### config.mk
export PLATFORM = sky130hd
export DESIGN_NAME = raptor64_operand_sequencer_flat
export DESIGN_NICKNAME = d
export VERILOG_FILES = /design/src/rtl/raptor64_operand_sequencer_if.sv /design/src/rtl/raptor64_operand_sequencer.sv /design/src/flat_wrapper.sv
export SDC_FILE = /design/constraint.sdc
export NUM_CORES = 1
export LEC_CHECK = 0
export CORE_UTILIZATION = 41
export DETAILED_ROUTE_END_ITERATION = 6
export PLACE_DENSITY_LB_ADDON = 0.12
export SLEW_MARGIN = 20
export SYNTH_ARGS = -nofsm -noshare
export SYNTH_HDL_FRONTEND = slang
export SYNTH_SLANG_ARGS = --single-unit
### constraint.sdc
create_clock -name clk -period 3.4 [get_ports clk]
set_input_delay 0.68 -clock clk [delete_from_list [all_inputs] [get_ports clk]]
set_output_delay 0.68 -clock clk [all_outputs]
set_load 0.05 [all_outputs]
### src/rtl/raptor64_operand_sequencer_if.sv
// Bus between the fetch/execute stages and the register-specifier stage.
// master: drives advances, instruction words, operand b and context;
//         receives the three read-port addresses and the LM/SM walk status.
// slave : the operand sequencer itself.
interface raptor64_operand_sequencer_if #(
    parameter int CTXW = 4
);
    logic              advanceI;
    logic              advanceR;
    logic              advanceX;
    logic [63:0]       b;
    logic [CTXW-1:0]   AXC;
    logic [41:0]       insn;
    logic [41:0]       xIR;
    logic [CTXW+4:0]   dRa;
    logic [CTXW+4:0]   dRb;
    logic [CTXW+4:0]   dRc;
    logic              mstall;
    logic              mlast;
    logic [4:0]        moff;

    modport master (
        output advanceI, advanceR, advanceX, b, AXC, insn, xIR,
        input  dRa, dRb, dRc, mstall, mlast, moff
    );

    modport slave (
        input  advanceI, advanceR, advanceX, b, AXC, insn, xIR,
        output dRa, dRb, dRc, mstall, mlast, moff
    );
endinterface

### src/rtl/raptor64_operand_sequencer.sv
// Register-specifier stage: forms read-port addresses {context, register}
// from the fetched instruction, walks LM/SM register masks one register per
// cycle (holding fetch via mstall), and honours the execute-stage EXEC
// override.
// Ports:
//   clk  - clock
//   rst  - asynchronous active-low reset
//   bus  - slave side of raptor64_operand_sequencer_if (advances, insn, xIR,
//          b, AXC in; dRa/dRb/dRc, mstall, mlast, moff out, all registered)
module raptor64_operand_sequencer #(
    parameter int CTXW     = 4,
    parameter int MULTI_EN = 1
) (
    input  logic clk,
    input  logic rst,
    raptor64_operand_sequencer_if.slave bus
);
    localparam int AW = CTXW + 5;

    localparam logic [0:0] IDLE = 1'b0;
    localparam logic [0:0] WALK = 1'b1;

    localparam logic [6:0] OP_R     = 7'd1;
    localparam logic [6:0] OP_RET   = 7'd56;
    localparam logic [6:0] OP_LM    = 7'd61;
    localparam logic [6:0] OP_SM    = 7'd62;
    // SETLO/SETHI use a 5-bit major opcode; insn[36:32] carries the target.
    localparam logic [4:0] OP5_SETLO = 5'b11100;
    localparam logic [4:0] OP5_SETHI = 5'b11101;
    localparam logic [6:0] FN_EXEC   = 7'd10;

    // Index (0..30) of the lowest set bit; 0 when the mask is empty.
    function automatic logic [4:0] lowestIdx(input logic [30:0] m);
        logic [4:0] idx;
        idx = 5'd0;
        for (int i = 30; i >= 0; i--) begin
            if (m[i]) begin
                idx = 5'(i);
            end else begin
                idx = idx;
            end
        end
        return idx;
    endfunction

    logic [0:0]      state_r,  nState_s;
    logic [30:0]     mask_r,   nMask_s;
    logic [CTXW-1:0] ctx_r,    nCtx_s;
    logic [AW-1:0]   dRa_r,    nDra_s;
    logic [AW-1:0]   dRb_r,    nDrb_s;
    logic [AW-1:0]   dRc_r,    nDrc_s;
    logic            mlast_r,  nMlast_s;
    logic [4:0]      moff_r,   nMoff_s;

    logic [6:0]      opcode_s;
    logic            isExec_s;
    logic [30:0]     insnMask_s;
    logic [4:0]      insnIdx_s;
    logic [4:0]      walkIdx_s;
    logic [30:0]     walkRest_s;
    logic            singleBit_s;

    // Next-state / next-output computation with EXEC > WALK > decode > clear.
    always_comb begin
        opcode_s    = bus.insn[41:35];
        isExec_s    = bus.advanceX && (bus.xIR[41:35] == OP_R) && (bus.xIR[6:0] == FN_EXEC);
        insnMask_s  = bus.insn[30:0];
        insnIdx_s   = lowestIdx(insnMask_s);
        walkIdx_s   = lowestIdx(mask_r);
        walkRest_s  = mask_r & ~(31'd1 << walkIdx_s);
        singleBit_s = ((insnMask_s & (insnMask_s - 31'd1)) == 31'd0);

        nState_s = state_r;
        nMask_s  = mask_r;
        nCtx_s   = ctx_r;
        nDra_s   = dRa_r;
        nDrb_s   = dRb_r;
        nDrc_s   = dRc_r;
        nMlast_s = mlast_r;
        nMoff_s  = moff_r;

        if (isExec_s) begin
            nDra_s   = {bus.AXC, bus.b[34:30]};
            nDrb_s   = {bus.AXC, bus.b[29:25]};
            nDrc_s   = {bus.AXC, bus.b[24:20]};
            nState_s = IDLE;
            nMask_s  = 31'd0;
            nMlast_s = 1'b0;
            nMoff_s  = 5'd0;
        end else if (state_r == WALK) begin
            if (bus.advanceR) begin
                nDrb_s  = {ctx_r, walkIdx_s + 5'd1};
                nMask_s = walkRest_s;
                nMoff_s = (moff_r == 5'd31) ? 5'd31 : moff_r + 5'd1;
                if (walkRest_s == 31'd0) begin
                    nMlast_s = 1'b1;
                    nState_s = IDLE;
                end else begin
                    nMlast_s = 1'b0;
                end
            end else begin
                nState_s = state_r;
            end
        end else if (bus.advanceI) begin
            nDra_s   = {bus.AXC, bus.insn[34:30]};
            nDrb_s   = {bus.AXC, bus.insn[29:25]};
            nDrc_s   = {bus.AXC, bus.insn[24:20]};
            nMlast_s = 1'b0;
            nMoff_s  = 5'd0;
            case (opcode_s)
                OP_RET: begin
                    nDra_s = {bus.AXC, 5'd30};
                    nDrb_s = {bus.AXC, 5'd31};
                end
                OP_LM, OP_SM: begin
                    nDra_s   = {bus.AXC, 1'b1, bus.insn[34:31]};
                    nMlast_s = 1'b1;
                    if (insnMask_s == 31'd0) begin
                        nDrb_s = {bus.AXC, 5'd0};
                    end else if (singleBit_s || (MULTI_EN == 0)) begin
                        nDrb_s = {bus.AXC, insnIdx_s + 5'd1};
                    end else begin
                        // More than one register: issue the first now, walk the rest.
                        nDrb_s   = {bus.AXC, insnIdx_s + 5'd1};
                        nMask_s  = insnMask_s & ~(31'd1 << insnIdx_s);
                        nCtx_s   = bus.AXC;
                        nMlast_s = 1'b0;
                        nState_s = WALK;
                    end
                end
                default: begin
                    if ((opcode_s[6:2] == OP5_SETLO) || (opcode_s[6:2] == OP5_SETHI)) begin
                        nDra_s = {bus.AXC, bus.insn[36:32]};
                    end else begin
                        nDra_s = {bus.AXC, bus.insn[34:30]};
                    end
                end
            endcase
        end else if (bus.advanceR) begin
            nDra_s   = {AW{1'b0}};
            nDrb_s   = {AW{1'b0}};
            nDrc_s   = {AW{1'b0}};
            nMlast_s = 1'b0;
        end else begin
            nState_s = state_r;
        end
    end

    // State and output registers; asynchronous reset clears everything.
    always_ff @(posedge clk or negedge rst) begin
        if (!rst) begin
            state_r <= IDLE;
            mask_r  <= 31'd0;
            ctx_r   <= {CTXW{1'b0}};
            dRa_r   <= {AW{1'b0}};
            dRb_r   <= {AW{1'b0}};
            dRc_r   <= {AW{1'b0}};
            mlast_r <= 1'b0;
            moff_r  <= 5'd0;
        end else begin
            state_r <= nState_s;
            mask_r  <= nMask_s;
            ctx_r   <= nCtx_s;
            dRa_r   <= nDra_s;
            dRb_r   <= nDrb_s;
            dRc_r   <= nDrc_s;
            mlast_r <= nMlast_s;
            moff_r  <= nMoff_s;
        end
    end

    assign bus.dRa    = dRa_r;
    assign bus.dRb    = dRb_r;
    assign bus.dRc    = dRc_r;
    assign bus.mstall = (state_r == WALK);
    assign bus.mlast  = mlast_r;
    assign bus.moff   = moff_r;
endmodule

### src/flat_wrapper.sv
// flat-port wrapper written by rule: the top's interface ports become plain ports
module raptor64_operand_sequencer_flat 
#(
    parameter int CTXW     = 4,
    parameter int MULTI_EN = 1
)
  (clk, rst, bus_advanceI, bus_advanceR, bus_advanceX, bus_b, bus_AXC, bus_insn, bus_xIR, bus_dRa, bus_dRb, bus_dRc, bus_mstall, bus_mlast, bus_moff);
  raptor64_operand_sequencer_if #(.CTXW(CTXW)) bus_i ();
  input  logic clk;
  input  logic rst;
  input wire logic [$bits(bus_i.advanceI)-1:0] bus_advanceI;
  input wire logic [$bits(bus_i.advanceR)-1:0] bus_advanceR;
  input wire logic [$bits(bus_i.advanceX)-1:0] bus_advanceX;
  input wire logic [$bits(bus_i.b)-1:0] bus_b;
  input wire logic [$bits(bus_i.AXC)-1:0] bus_AXC;
  input wire logic [$bits(bus_i.insn)-1:0] bus_insn;
  input wire logic [$bits(bus_i.xIR)-1:0] bus_xIR;
  output wire logic [$bits(bus_i.dRa)-1:0] bus_dRa;
  output wire logic [$bits(bus_i.dRb)-1:0] bus_dRb;
  output wire logic [$bits(bus_i.dRc)-1:0] bus_dRc;
  output wire logic [$bits(bus_i.mstall)-1:0] bus_mstall;
  output wire logic [$bits(bus_i.mlast)-1:0] bus_mlast;
  output wire logic [$bits(bus_i.moff)-1:0] bus_moff;
  assign bus_i.advanceI = bus_advanceI;
  assign bus_i.advanceR = bus_advanceR;
  assign bus_i.advanceX = bus_advanceX;
  assign bus_i.b = bus_b;
  assign bus_i.AXC = bus_AXC;
  assign bus_i.insn = bus_insn;
  assign bus_i.xIR = bus_xIR;
  assign bus_dRa = bus_i.dRa;
  assign bus_dRb = bus_i.dRb;
  assign bus_dRc = bus_i.dRc;
  assign bus_mstall = bus_i.mstall;
  assign bus_mlast = bus_i.mlast;
  assign bus_moff = bus_i.moff;
  raptor64_operand_sequencer #(.CTXW(CTXW), .MULTI_EN(MULTI_EN)) u_core (.clk(clk), .rst(rst), .bus(bus_i));
endmodule
## Yosys cells after proc, flatten, opt, wreduce, memory -nomap -nowiden

Cells that the tools add are included.

| operators by class | value |
|---|---|
| reduce and logical (&&, ||, !) cells | 15 |
| $add $sub $neg | 4 |
| mux-type cells | 106 |
| shift-type cells | 2 |
| eq/ne operators | 12 |
| bitwise gates (word level) | 9 |

Operator list:

| cell | number |
|---|---|
| 5-bit 2-to-1 mux | 69 |
| 31-bit 2-to-1 mux | 7 |
| 9-bit 2-to-1 mux | 11 |
| 31-bit bitwise AND | 3 |
| 31-bit zero test | 3 |
| 31-bit inverter | 2 |
| 1-bit by 5-bit left shift with 31-bit output, first input constant | 2 |
| 31-bit by 1-bit subtractor with 31-bit output, second input constant | 1 |
| 7-bit by 6-bit == test with 1-bit output, second input constant | 3 |
| 5-bit one-hot mux with 2 select lines | 2 |
| 1-bit 2-to-1 mux | 17 |
| 5-bit by 1-bit adder with 5-bit output, second input constant | 3 |
| 5-bit == test, second input constant | 3 |
| 3-bit nonzero test | 3 |
| 7-bit by 1-bit == test with 1-bit output, second input constant | 1 |
| 7-bit by 4-bit == test with 1-bit output, second input constant | 1 |
| 3-bit by 1-bit != test with 1-bit output, second input constant | 2 |
| 2-bit AND reduction | 3 |
| 6-bit AND reduction | 1 |
| 5-bit AND reduction | 1 |
| 1-bit inverter | 4 |
| 3-bit != test, second input constant | 1 |
| 1-bit logical AND | 2 |
| 2-bit != test, second input constant | 1 |
| 2 further kinds | 2 |

| storage, ports and cells | value |
|---|---|
| bits in registers | 69 |
| output and inout port bits | 34 |
| input bits | 157 |

## Logic depth before layout (Yosys ltp)

Gate-level depths: netlist of the first run.

| logic depth | value |
|---|---|
| depth after elaboration | 40 |
| gate-level depth with buffers | 16 |

## Least setup slack after synthesis of the first run

OpenSTA, ideal clock, no wires.

| timing path | value |
|---|---|
| path type | register to register |
| from | register u_core.mask_r[15] |
| to | register u_core.state_r, in the netlist u_core.bus.mstall |
| data arrival time | 3576 ps |
| setup time | 121 ps |
| slack | -297 ps |
| clock period less this slack | 3697 ps |
| cell stages (with the launch flop) | 16 |
| path through | dfrtp_1 -> or4_1 -> o21ai_0 -> nor2_2 -> o21a_1 -> inv_1 -> ha_1 -> nand2b_1 -> o2111ai_1 -> a221o_1 -> a221o_1 -> a2111oi_0 -> o2111ai_1 -> nor4bb_1 -> nand4_1 -> o22a_1 |

| between the ends | value |
|---|---|
| longest elaborated chain between the ends | 24 |

RTL lines:

| what | line | text |
|---|---|---|
| start, declared | raptor64_operand_sequencer.sv:47 | `logic [30:0] mask_r, nMask_s;` |
| start signal, assigned | raptor64_operand_sequencer.sv:162 | `mask_r <= nMask_s;` |
| 5-bit 2-to-1 mux (16 in series) | raptor64_operand_sequencer.sv:37 | `if (m[i]) begin` |
| 1-bit by 5-bit left shift with 31-bit output | raptor64_operand_sequencer.sv:70 | `walkRest_s = mask_r & ~(31'd1 << walkIdx_s);` |
| 31-bit inverter | raptor64_operand_sequencer.sv:70 |  |
| 31-bit bitwise AND * | raptor64_operand_sequencer.sv:70 |  |
| 31-bit zero test * | raptor64_operand_sequencer.sv:95 | `if (walkRest_s == 31'd0) begin` |
| 1-bit 2-to-1 mux * | raptor64_operand_sequencer.sv:95 |  |
| 1-bit 2-to-1 mux * | raptor64_operand_sequencer.sv:91 | `if (bus.advanceR) begin` |
| 1-bit 2-to-1 mux * | raptor64_operand_sequencer.sv:90 | `end else if (state_r == WALK) begin` |
| 1-bit 2-to-1 mux * | raptor64_operand_sequencer.sv:82 | `if (isExec_s) begin` |
| named net u_core.nState_s | raptor64_operand_sequencer.sv:46 | `logic [0:0] state_r, nState_s;` |
| end signal, assigned | raptor64_operand_sequencer.sv:161 | `state_r <= nState_s;` |
| end, declared | raptor64_operand_sequencer.sv:46 |  |

Mark *: on every way through the listed nets, which the timed path passes. The rest lies on a longest branch.
A chain may end at the register's enable or synchronous reset.

## Worst setup path after layout of the first run

| timing path | value |
|---|---|
| from | register u_core.mask_r[24] |
| to | register u_core.state_r, in the netlist u_core.bus.mstall |

| between the ends | value |
|---|---|
| longest elaborated chain between the ends | 33 |

RTL lines:

| what | line |
|---|---|
| 5-bit 2-to-1 mux (25 in series) | raptor64_operand_sequencer.sv:37 |
| 1-bit by 5-bit left shift with 31-bit output | raptor64_operand_sequencer.sv:70 |
| 31-bit inverter | raptor64_operand_sequencer.sv:70 |
| 31-bit bitwise AND * | raptor64_operand_sequencer.sv:70 |
| 31-bit zero test * | raptor64_operand_sequencer.sv:95 |
| 1-bit 2-to-1 mux * | raptor64_operand_sequencer.sv:95 |
| 1-bit 2-to-1 mux * | raptor64_operand_sequencer.sv:91 |
| 1-bit 2-to-1 mux * | raptor64_operand_sequencer.sv:90 |
| 1-bit 2-to-1 mux * | raptor64_operand_sequencer.sv:82 |
| named net u_core.nState_s | raptor64_operand_sequencer.sv:46 |

Marks and branches as above.

==> report_table.html, run 1 <==
<table>
<tr><th>Metric</th><th>Value</th></tr>
<tr><th colspan="2">STA</th></tr>
<tr><td>Measured slew at the worst slew-check pin</td><td>884 ps</td></tr>
<tr><td>Total negative setup slack</td><td>-685 ps</td></tr>
<tr><td>Fin worst setup slack</td><td>-382 ps</td></tr>
<tr><td>Unrepaired setup endpoints after global routing</td><td>yes</td></tr>
<tr><td>Final worst-path cycle share</td><td>111%</td></tr>
<tr><td>Final min period</td><td>3780 ps</td></tr>
<tr><td>Final setup violation count</td><td>2</td></tr>
<tr><td>Final Hold Violating Endpoints</td><td>0</td></tr>
<tr><td>Largest clock skew in the final design</td><td>6.12 ps</td></tr>
<tr><td>Slew HR</td><td>41.1%</td></tr>
<tr><td>Slew Limit Fails</td><td>0</td></tr>
<tr><td>Highest clock rate</td><td>264 MHz</td></tr>
<tr><th colspan="2">Logic synthesis</th></tr>
<tr><td>Average instance area after synthesis</td><td>7.89 µm²</td></tr>
<tr><td>Largest area contributor in the synthesized netlist</td><td>sky130_fd_sc_hd__dfrtp_1</td></tr>
<tr><td>Gate count after technology mapping</td><td>659</td></tr>
<tr><td>Share of Yosys cell area claimed by the top area cell type</td><td>31.3%</td></tr>
<tr><td>Cell variety after synth</td><td>77</td></tr>
<tr><td>Number of synthesized register bits</td><td>65</td></tr>
<tr><td>Sequential cell area fraction in the yosys report</td><td>31.3%</td></tr>
<tr><td>Most frequently used flop master after synthesis</td><td>sky130_fd_sc_hd__dfrtp_1</td></tr>
<tr><td>Net count after synthesis</td><td>827</td></tr>
<tr><td>Netlist area before placement</td><td>5200 µm²</td></tr>
<tr><td>Async set-or-reset flop fraction in the synthesized netlist</td><td>100%</td></tr>
<tr><td>Yosys synthesis warning count</td><td>0</td></tr>
<tr><td>EDFF count, synth</td><td>0</td></tr>
<tr><td>Synth top area cells</td><td>sky130_fd_sc_hd__dfrtp_1, sky130_fd_sc_hd__nand2_1, sky130_fd_sc_hd__a32o_1</td></tr>
<tr><th colspan="2">Worst setup path</th></tr>
<tr><td>Reg2Reg Setup Slack</td><td>-380 ps</td></tr>
<tr><td>Number of buffer and inverter instances along the worst setup path</td><td>1</td></tr>
<tr><td>Nature of the critical path endpoint</td><td>register</td></tr>
<tr><td>Slowest cell on the critical path</td><td>sky130_fd_sc_hd__or4_4</td></tr>
<tr><td>Critical path, cell by cell</td><td>buf_4 &gt; or4_4 &gt; o211a_4 &gt; nor2_4 &gt; o21a_1 &gt; ha_1 &gt; o2111ai_1 &gt; a221o_1 &gt; a221o_1 &gt; a2111oi_4 &gt; o2111ai_1 &gt; nor4bb_1 &gt; nand4_1 &gt; o22a_1</td></tr>
<tr><td>Required time of the worst setup path</td><td>3630 ps</td></tr>
<tr><td>Launching element type of the critical path</td><td>register</td></tr>
<tr><td>CP delay by family, top</td><td>compound AO/OA/AOI/OAI gates</td></tr>
<tr><td>Signal arrival time at the worst endpoint</td><td>4020 ps</td></tr>
<tr><td>Type of the worst setup path</td><td>register to register</td></tr>
<tr><td>Longest individual stage delay on the worst path</td><td>540 ps</td></tr>
<tr><td>Biggest fanout along the worst timing path</td><td>3</td></tr>
<tr><th colspan="2">Floorplanning</th></tr>
<tr><td>IO Pins</td><td>191</td></tr>
<tr><td>Die Width</td><td>115 µm</td></tr>
<tr><td>Die outline area</td><td>13,100 µm²</td></tr>
<tr><td>Core box area</td><td>12,200 µm²</td></tr>
<tr><td>DIE HEIGHT</td><td>115 µm</td></tr>
<tr><td>Starting density of the core</td><td>42.7%</td></tr>
<tr><td>FP Rows</td><td>40</td></tr>
<tr><th colspan="2">Power</th></tr>
<tr><td>Int Power</td><td>3.39 mW</td></tr>
<tr><td>Power per Cell Area</td><td>712 nW/µm²</td></tr>
<tr><td>Total net switching power</td><td>2.74 mW</td></tr>
<tr><td>Portion of total power attributed to sequential cells</td><td>17.7%</td></tr>
<tr><td>Leak pwr</td><td>3.64 nW</td></tr>
<tr><td>Relative contribution of the clock network to total power</td><td>15.4%</td></tr>
<tr><td>Part of the total power dissipated in combinational logic</td><td>66.8%</td></tr>
<tr><td>Worst voltage drop across the vdd grid</td><td>375 µV</td></tr>
<tr><td>Switching power share of the total</td><td>44.7%</td></tr>
<tr><th colspan="2">Route</th></tr>
<tr><td>WL per Instance</td><td>21.0 µm</td></tr>
<tr><td>DR DRC count</td><td>0</td></tr>
<tr><td>Detailed-route via count</td><td>6,793</td></tr>
<tr><td>Metal1 wirelength</td><td>9470 µm</td></tr>
<tr><td>Drt pass-1 iters</td><td>7</td></tr>
<tr><td>Drt initial violations</td><td>662</td></tr>
<tr><td>Top layer reached by signal wires</td><td>met4</td></tr>
<tr><td>Met3 wire length</td><td>2510 µm</td></tr>
<tr><td>Routed length on met2</td><td>10,800 µm</td></tr>
<tr><td>Count of antenna-violating nets left after detailed routing</td><td>0</td></tr>
<tr><td>Via density</td><td>6.10</td></tr>
<tr><td>Final Routed Wirelength</td><td>23,400 µm</td></tr>
<tr><th colspan="2">Clock network</th></tr>
<tr><td>CTS Root Cell</td><td>sky130_fd_sc_hd__clkbuf_16</td></tr>
<tr><td>Insertion delay of the later-clocked pin in the worst-skew pair</td><td>340 ps</td></tr>
<tr><td>Clock slew seen by the registers of the worst setup and hold paths</td><td>60 ps</td></tr>
<tr><td>CTS sink count</td><td>65</td></tr>
<tr><td>Hold buffers post-CTS</td><td>0</td></tr>
<tr><td>Number of buffers created by CTS</td><td>9</td></tr>
<tr><td>Maximum buffer depth of the clock tree</td><td>2</td></tr>
<tr><td>CTS tree</td><td>done</td></tr>
<tr><td>Number of levels the H-tree was split into</td><td>3</td></tr>
<tr><th colspan="2">Final layout</th></tr>
<tr><td>Finished Core Util</td><td>70.8%</td></tr>
<tr><td>Growth of design area from synthesis to finish</td><td>65.8%</td></tr>
<tr><td>Share of post-route cells with drive strength above 1</td><td>31.1%</td></tr>
<tr><td>Number of fill cells</td><td>1,009</td></tr>
<tr><td>Final design instance area without fill</td><td>8620 µm²</td></tr>
<tr><td>Register area</td><td>1630 µm²</td></tr>
<tr><td>Number of standard cells in the layout, taps in and fillers out</td><td>1,113</td></tr>
<tr><td>Antenna cell count</td><td>0</td></tr>
<tr><td>Final net count</td><td>1,109</td></tr>
<tr><td>Area taken by multi-input logic gates</td><td>3680 µm²</td></tr>
<tr><th colspan="2">Placement</th></tr>
<tr><td>HPWL after detailed placement</td><td>17,500 µm</td></tr>
<tr><td>Placed Instance Area</td><td>7680 µm²</td></tr>
<tr><td>Number of instances in the placed design</td><td>1,070</td></tr>
<tr><td>Count of buffers from port buffering</td><td>113</td></tr>
<tr><td>Global placer's final weighted congestion</td><td>0.970</td></tr>
<tr><th colspan="2">Global routing</th></tr>
<tr><td>Global-route wire length before repair</td><td>35,500 µm</td></tr>
<tr><td>Antenna violations before repair</td><td>0</td></tr>
<tr><td>Largest net degree at the start of global routing</td><td>66</td></tr>
<tr><td>Total grt overflow</td><td>0</td></tr>
<tr><td>Total Routing Usage GR</td><td>36.2%</td></tr>
<tr><td>Number of global-route vias before repair</td><td>6,523</td></tr>
<tr><th colspan="2">Flow run</th></tr>
<tr><td>Max capacitance violation total</td><td>0</td></tr>
<tr><th colspan="2">Status</th></tr>
<tr><td>Status</td><td>finished with violations</td></tr>
<tr><td>Violated checks</td><td>setup timing</td></tr>
<tr><th colspan="2">Min path</th></tr>
<tr><td>Path category of the worst min-delay check</td><td>register to register</td></tr>
</table>
-- flip-flops by register name, indices dropped and copies added, names as in the netlist --
signal / count
u_core.bus.mlast: 1
u_core.mask_r: 31
u_core.bus.dRb: 9
u_core.bus.moff: 5
u_core.bus.dRa: 6
u_core.bus.mstall: 1
u_core.ctx_r: 4
u_core.bus.dRc: 8
-- per-stage QoR --
step | setup slack [ps] | power [mW] | hold WS [ps]
after floorplan | 15.1 | 2.84 | 384
after global placement | -794 | 4.59 | 490
after detailed placement | -768 | 4.60 | 496
after CTS | -308 | 5.96 | 507
after global routing | -570 | 6.39 | 536
final | -382 | 6.14 | 511
-- repair_timing --
item,in CTS,in global routing
endpoints found under the setup margin,40,41
resized for setup,67,35
buffers inserted,19,7
pin swaps,27,30
cloned,3,0
-- cells by family after synthesis --
logic type      after synthesis  share of synthesized area (%)
fa+ha+maj                    15                           3.44
buf+inv                      66                           5.71
flops                        65                           31.3
compound gates              210                           27.4
mux                          13                           2.77
xor+xnor                      5                          0.843
simple gates                285                           28.5
-- area by class of cell --
cell class / count / area share (%)
multi-input cells: 529 / 42.7
repair buffers: 309 / 31.4
flip-flops and latches: 65 / 18.9
clock buffers: 10 / 2.77
well taps: 168 / 2.44
inverters: 27 / 1.18
clock inverters: 5 / 0.654
-- path summary, 6_finish.rpt --
path	depth (start not counted)	startpoint	end
min in group asynchronous	2	rst	u_core.mask_r[8]
max in group asynchronous	2	rst	u_core.mask_r[15]
worst max register to register	14	u_core.mask_r[24]	u_core.bus.mstall
worst min register to register	1	u_core.ctx_r[3]	u_core.ctx_r[3]
worst min-delay path	1	u_core.ctx_r[3]	u_core.ctx_r[3]
worst max-delay path	14	u_core.mask_r[24]	u_core.bus.mstall
-- cells in the mapped netlist (all sizes together) (5+ instances only) --
cell,number
nor3,20
o31ai,5
o221ai,5
nand2b,12
or4,11
ha,11
nand3,40
nand2,75
nor2,58
nor4,24
or2,5
buf,16
clkbuf,23
dfrtp,65
inv,27
o21ai,56
or3,6
a22o,5
o41ai,5
and2,6
nand4,8
a211oi,5
a32o,25
a31oi,13
o211ai,7
a21oi,47
mux2,11
-- power by group through the flow --
stage                     Clock [mW]  Combinational (mW)  Sequential, mW
after floorplan                    0                1.43            1.40
after global placement             0                3.51            1.08
after detailed placement           0                3.51            1.09
after CTS                      0.950                3.93            1.08
after global routing           0.977                4.31            1.11
final                          0.948                4.10            1.09
-- worst register-to-register path: stages, from the launching register on --
cell                        delay, ps
sky130_fd_sc_hd__dfrtp_1          410
sky130_fd_sc_hd__buf_4            150
sky130_fd_sc_hd__or4_4            540
sky130_fd_sc_hd__o211a_4          260
sky130_fd_sc_hd__nor2_4           110
sky130_fd_sc_hd__o21a_1           190
sky130_fd_sc_hd__ha_1             210
sky130_fd_sc_hd__o2111ai_1        130
sky130_fd_sc_hd__a221o_1          280
sky130_fd_sc_hd__a221o_1          310
sky130_fd_sc_hd__a2111oi_4        220
sky130_fd_sc_hd__o2111ai_1        150
sky130_fd_sc_hd__nor4bb_1         310
sky130_fd_sc_hd__nand4_1          190
sky130_fd_sc_hd__o22a_1           200
-- metal layers --
metal  global-route usage (%)  vias to the layer above
met4                     14.6                        0
li1                         -                     3074
met5                        0                        -
met3                     9.69                       49
met2                     56.3                      381
met1                     47.6                     3289
-- cell usage in the layout (no fill, tap or decap), types with 13 or more instances in the layout --
cell / count
sky130_fd_sc_hd__nor3_1: 15
sky130_fd_sc_hd__nor2_1: 55
sky130_fd_sc_hd__o21ai_0: 40
sky130_fd_sc_hd__a32o_1: 25
sky130_fd_sc_hd__a21oi_1: 39
sky130_fd_sc_hd__buf_4: 187
sky130_fd_sc_hd__clkdlybuf4s50_1: 86
sky130_fd_sc_hd__inv_1: 26
sky130_fd_sc_hd__o21ai_1: 13
sky130_fd_sc_hd__nand2_1: 73
sky130_fd_sc_hd__dlygate4sd2_1: 17
sky130_fd_sc_hd__dfrtp_1: 63
sky130_fd_sc_hd__a31oi_1: 13
sky130_fd_sc_hd__nand3_1: 39
Note: power is estimated with default switching activity, not from simulation.
==> inputs of run 2 (changes only) <==
--- a/config.mk
+++ b/config.mk
@@ -8,6 +8,7 @@
 export CORE_UTILIZATION = 41
 export DETAILED_ROUTE_END_ITERATION = 6
 export PLACE_DENSITY_LB_ADDON = 0.12
+export REMOVE_ABC_BUFFERS = 1
 export SLEW_MARGIN = 20
 export SYNTH_ARGS = -nofsm -noshare
 export SYNTH_HDL_FRONTEND = slang
==> run 2 against run 1 <==
- the run still ends with setup timing left
- via count is 1.6% higher
- routed wire length is 0.58% higher
- utilization rose by 1.0 points
- sequential share of layout area decreased by 0.30 points
- clock skew increased by 0.83 ps
- critical path depth rose by 4
- worst setup slack worse by 150 ps
- sequential power is essentially flat
- first-iteration DRC count increased by 13%
- critical path type unchanged
- largest power group unchanged
==> report_table.html, run 2 (synthesis gave the netlist of run 1 again) <==
<table>
<tr><th>Metric</th><th>Value</th></tr>
<tr><th colspan="2">Global routing</th></tr>
<tr><td>Total grt overflow</td><td>0</td></tr>
<tr><td>Global-route wire length before repair</td><td>36,000 µm</td></tr>
<tr><td>Antenna violations before repair</td><td>0</td></tr>
<tr><td>Number of global-route vias before repair</td><td>6,650</td></tr>
<tr><td>Total Routing Usage GR</td><td>36.3%</td></tr>
<tr><td>Largest net degree at the start of global routing</td><td>30</td></tr>
<tr><th colspan="2">Power</th></tr>
<tr><td>Portion of total power attributed to sequential cells</td><td>17.2%</td></tr>
<tr><td>Leak pwr</td><td>3.72 nW</td></tr>
<tr><td>Part of the total power dissipated in combinational logic</td><td>68.2%</td></tr>
<tr><td>Relative contribution of the clock network to total power</td><td>14.7%</td></tr>
<tr><td>Power per Cell Area</td><td>727 nW/µm²</td></tr>
<tr><td>Int Power</td><td>3.47 mW</td></tr>
<tr><td>Worst voltage drop across the vdd grid</td><td>665 µV</td></tr>
<tr><td>Total net switching power</td><td>2.88 mW</td></tr>
<tr><td>Switching power share of the total</td><td>45.4%</td></tr>
<tr><th colspan="2">Clock network</th></tr>
<tr><td>Maximum buffer depth of the clock tree</td><td>2</td></tr>
<tr><td>CTS tree</td><td>done</td></tr>
<tr><td>Insertion delay of the later-clocked pin in the worst-skew pair</td><td>350 ps</td></tr>
<tr><td>CTS sink count</td><td>65</td></tr>
<tr><td>CTS Root Cell</td><td>sky130_fd_sc_hd__clkbuf_16</td></tr>
<tr><td>Clock slew seen by the registers of the worst setup and hold paths</td><td>60 ps</td></tr>
<tr><td>Number of buffers created by CTS</td><td>9</td></tr>
<tr><td>Number of levels the H-tree was split into</td><td>3</td></tr>
<tr><th colspan="2">Placement</th></tr>
<tr><td>HPWL after detailed placement</td><td>17,700 µm</td></tr>
<tr><td>Count of buffers from port buffering</td><td>113</td></tr>
<tr><td>Placed Instance Area</td><td>7770 µm²</td></tr>
<tr><td>Global placer's final weighted congestion</td><td>1.00</td></tr>
<tr><th colspan="2">STA</th></tr>
<tr><td>Highest clock rate</td><td>255 MHz</td></tr>
<tr><td>Final Hold Violating Endpoints</td><td>0</td></tr>
<tr><td>Final setup violation count</td><td>2</td></tr>
<tr><td>Slew HR</td><td>54.9%</td></tr>
<tr><td>Hold Slack</td><td>365 ps</td></tr>
<tr><td>Fin worst setup slack</td><td>-527 ps</td></tr>
<tr><td>Final min period</td><td>3930 ps</td></tr>
<tr><td>Slew Limit Fails</td><td>0</td></tr>
<tr><td>Largest clock skew in the final design</td><td>6.95 ps</td></tr>
<tr><td>Unrepaired setup endpoints after global routing</td><td>yes</td></tr>
<tr><td>Final worst-path cycle share</td><td>116%</td></tr>
<tr><td>Measured slew at the worst slew-check pin</td><td>677 ps</td></tr>
<tr><th colspan="2">Flow run</th></tr>
<tr><td>Max capacitance violation total</td><td>0</td></tr>
<tr><th colspan="2">Status</th></tr>
<tr><td>Violated checks</td><td>setup timing</td></tr>
<tr><td>Status</td><td>finished with violations</td></tr>
<tr><th colspan="2">Route</th></tr>
<tr><td>WL per Instance</td><td>21.0 µm</td></tr>
<tr><td>Drt initial violations</td><td>751</td></tr>
<tr><td>Count of antenna-violating nets left after detailed routing</td><td>0</td></tr>
<tr><td>DR DRC count</td><td>0</td></tr>
<tr><td>Detailed-route via count</td><td>6,899</td></tr>
<tr><td>Via density</td><td>6.14</td></tr>
<tr><td>Final Routed Wirelength</td><td>23,600 µm</td></tr>
<tr><td>Drt pass-1 iters</td><td>5</td></tr>
<tr><th colspan="2">Final layout</th></tr>
<tr><td>Share of post-route cells with drive strength above 1</td><td>32.7%</td></tr>
<tr><td>Max FFs per register</td><td>31</td></tr>
<tr><td>Antenna cell count</td><td>0</td></tr>
<tr><td>Most common cell after layout, fill and taps aside</td><td>sky130_fd_sc_hd__buf_4</td></tr>
<tr><td>Final net count</td><td>1,118</td></tr>
<tr><td>Most used cells in the layout excluding fill and tap cells</td><td>sky130_fd_sc_hd__buf_4, sky130_fd_sc_hd__clkdlybuf4s50_1, sky130_fd_sc_hd__nand2_1</td></tr>
<tr><td>Finished Core Util</td><td>71.9%</td></tr>
<tr><td>Final design instance area without fill</td><td>8740 µm²</td></tr>
<tr><td>Register containing the most flip-flops in the final layout</td><td>u_core.mask_r</td></tr>
<tr><td>Growth of design area from synthesis to finish</td><td>68.2%</td></tr>
<tr><td>Number of fill cells</td><td>981</td></tr>
<tr><th colspan="2">Worst setup path</th></tr>
<tr><td>Reg2reg start</td><td>u_core.mask_r[24]</td></tr>
<tr><td>Nature of the critical path endpoint</td><td>register</td></tr>
<tr><td>Launching element type of the critical path</td><td>register</td></tr>
<tr><td>Slowest cell on the critical path</td><td>sky130_fd_sc_hd__dfrtp_1</td></tr>
<tr><td>Signal arrival time at the worst endpoint</td><td>4160 ps</td></tr>
<tr><td>Cell occurring most often along the worst timing path</td><td>sky130_fd_sc_hd__buf_4</td></tr>
<tr><td>Required time of the worst setup path</td><td>3630 ps</td></tr>
<tr><td>Type of the worst setup path</td><td>register to register</td></tr>
<tr><td>Cells on worst reg2reg path</td><td>18</td></tr>
<tr><td>Critical path, cell by cell</td><td>buf_4 &gt; nor3_1 &gt; o21ai_1 &gt; o211ai_1 &gt; o211ai_1 &gt; buf_4 &gt; a21oi_4 &gt; ha_2 &gt; nand2b_4 &gt; o2111ai_2 &gt; a221o_1 &gt; a221o_1 &gt; a2111oi_4 &gt; buf_4 &gt; o2111ai_2 &gt; nor4bb_1 &gt; nand4_1 &gt; o22a_1</td></tr>
<tr><td>Reg-to-reg endpoint</td><td>u_core.bus.mstall</td></tr>
<tr><td>Biggest fanout along the worst timing path</td><td>3</td></tr>
<tr><td>Reg2Reg Setup Slack</td><td>-530 ps</td></tr>
<tr><td>Longest individual stage delay on the worst path</td><td>400 ps</td></tr>
<tr><th colspan="2">Floorplanning</th></tr>
<tr><td>DIE HEIGHT</td><td>115 µm</td></tr>
<tr><td>FP Rows</td><td>40</td></tr>
<tr><td>IO Pins</td><td>191</td></tr>
<tr><td>Starting density of the core</td><td>42.7%</td></tr>
<tr><td>Core box area</td><td>12,200 µm²</td></tr>
<tr><td>Die outline area</td><td>13,100 µm²</td></tr>
<tr><td>Die Width</td><td>115 µm</td></tr>
<tr><th colspan="2">Min path</th></tr>
<tr><td>Path category of the worst min-delay check</td><td>input port to async pin</td></tr>
</table>
==> run 2: cell types whose count changed in the layout (fill, tap and decap cells not counted), moves of 3 or more <==
cell / change
sky130_fd_sc_hd__buf_4: +9
sky130_fd_sc_hd__dlygate4sd2_1: -5
sky130_fd_sc_hd__o2111ai_1: -3
sky130_fd_sc_hd__o2111ai_2: +3
sky130_fd_sc_hd__o21ai_2: +4
==> run 2: area by class of cell <==
| cell class | instances | area, µm² | share of cell area [%] |
|---|---|---|---|
| timing repair buffer | 319 | 2780 | 31.8 |
| sequential | 65 | 1630 | 18.6 |
| clock buffer | 11 | 233 | 2.66 |
| tap | 168 | 210 | 2.40 |
| clock inverter | 5 | 56.3 | 0.644 |
| inverter | 27 | 104 | 1.19 |
| multi-input combinational | 528 | 3730 | 42.7 |
==> run 2: worst max-delay path by stage <==
stage | startpoint | end | slack [ps] | cells after the start
3_3_place_gp | u_core.mask_r[14] | u_core.bus.mstall | -750 | 18
4_1_cts | u_core.mask_r[10] | u_core.bus.mstall | -440 | 15
6_report | u_core.mask_r[24] | u_core.bus.mstall | -530 | 18
2_1_floorplan | u_core.mask_r[15] | u_core.bus.mstall | -300 | 15
5_1_grt | u_core.mask_r[12] | u_core.bus.mstall | -690 | 16
3_5_place_dp | u_core.mask_r[14] | u_core.bus.mstall | -870 | 18
==> run 2: worst max-delay path: cells and delay by family (launching register included) <==
kind / cells / cell delay, ps
AND/OR/NAND/NOR: 4 / 860
flip-flops: 1 / 400
buffers and inverters: 3 / 520
adder cells (fa/ha/maj): 1 / 200
AO/OA/AOI/OAI: 10 / 1840
==> run 2: repair_timing <==
item	CTS	global route
setup endpoints to repair	39	36
setup buffers	9	10
pin swaps	28	38
cloned	2	0
gates resized for setup	79	53
hold buffers	0	0
==> run 2: power by group through the flow <==
| stage | Combinational (mW) | Sequential, mW | Clock (mW) |
|---|---|---|---|
| 2_1_floorplan | 1.25 | 1.44 | 0 |
| 3_3_place_gp | 3.59 | 1.08 | 0 |
| 3_5_place_dp | 3.61 | 1.09 | 0 |
| 4_1_cts | 4.05 | 1.08 | 0.933 |
| 5_1_grt | 4.53 | 1.11 | 0.979 |
| 6_report | 4.33 | 1.09 | 0.932 |
==> run 2: routing by layer <==
metal	GRT usage [%]	vias to the layer above	wire length [µm]
li1	-	3100	-
met1	48.1	3319	9810
met2	56.3	415	10600
met3	10.0	65	2390
met4	13.5	0	747
met5	0	-	0
==> run 2: per-stage QoR <==
step                      std cells  TNS [ps]  power [mW]  setup slack (ps)
after floorplan                 620      -501        2.70              -297
after global placement         1087    -17170        4.68              -747
after detailed placement       1087    -18590        4.70              -871
after CTS                      1113      -796        6.07              -441
after global routing           1123     -1420        6.61              -695
final                          1123      -952        6.35              -527
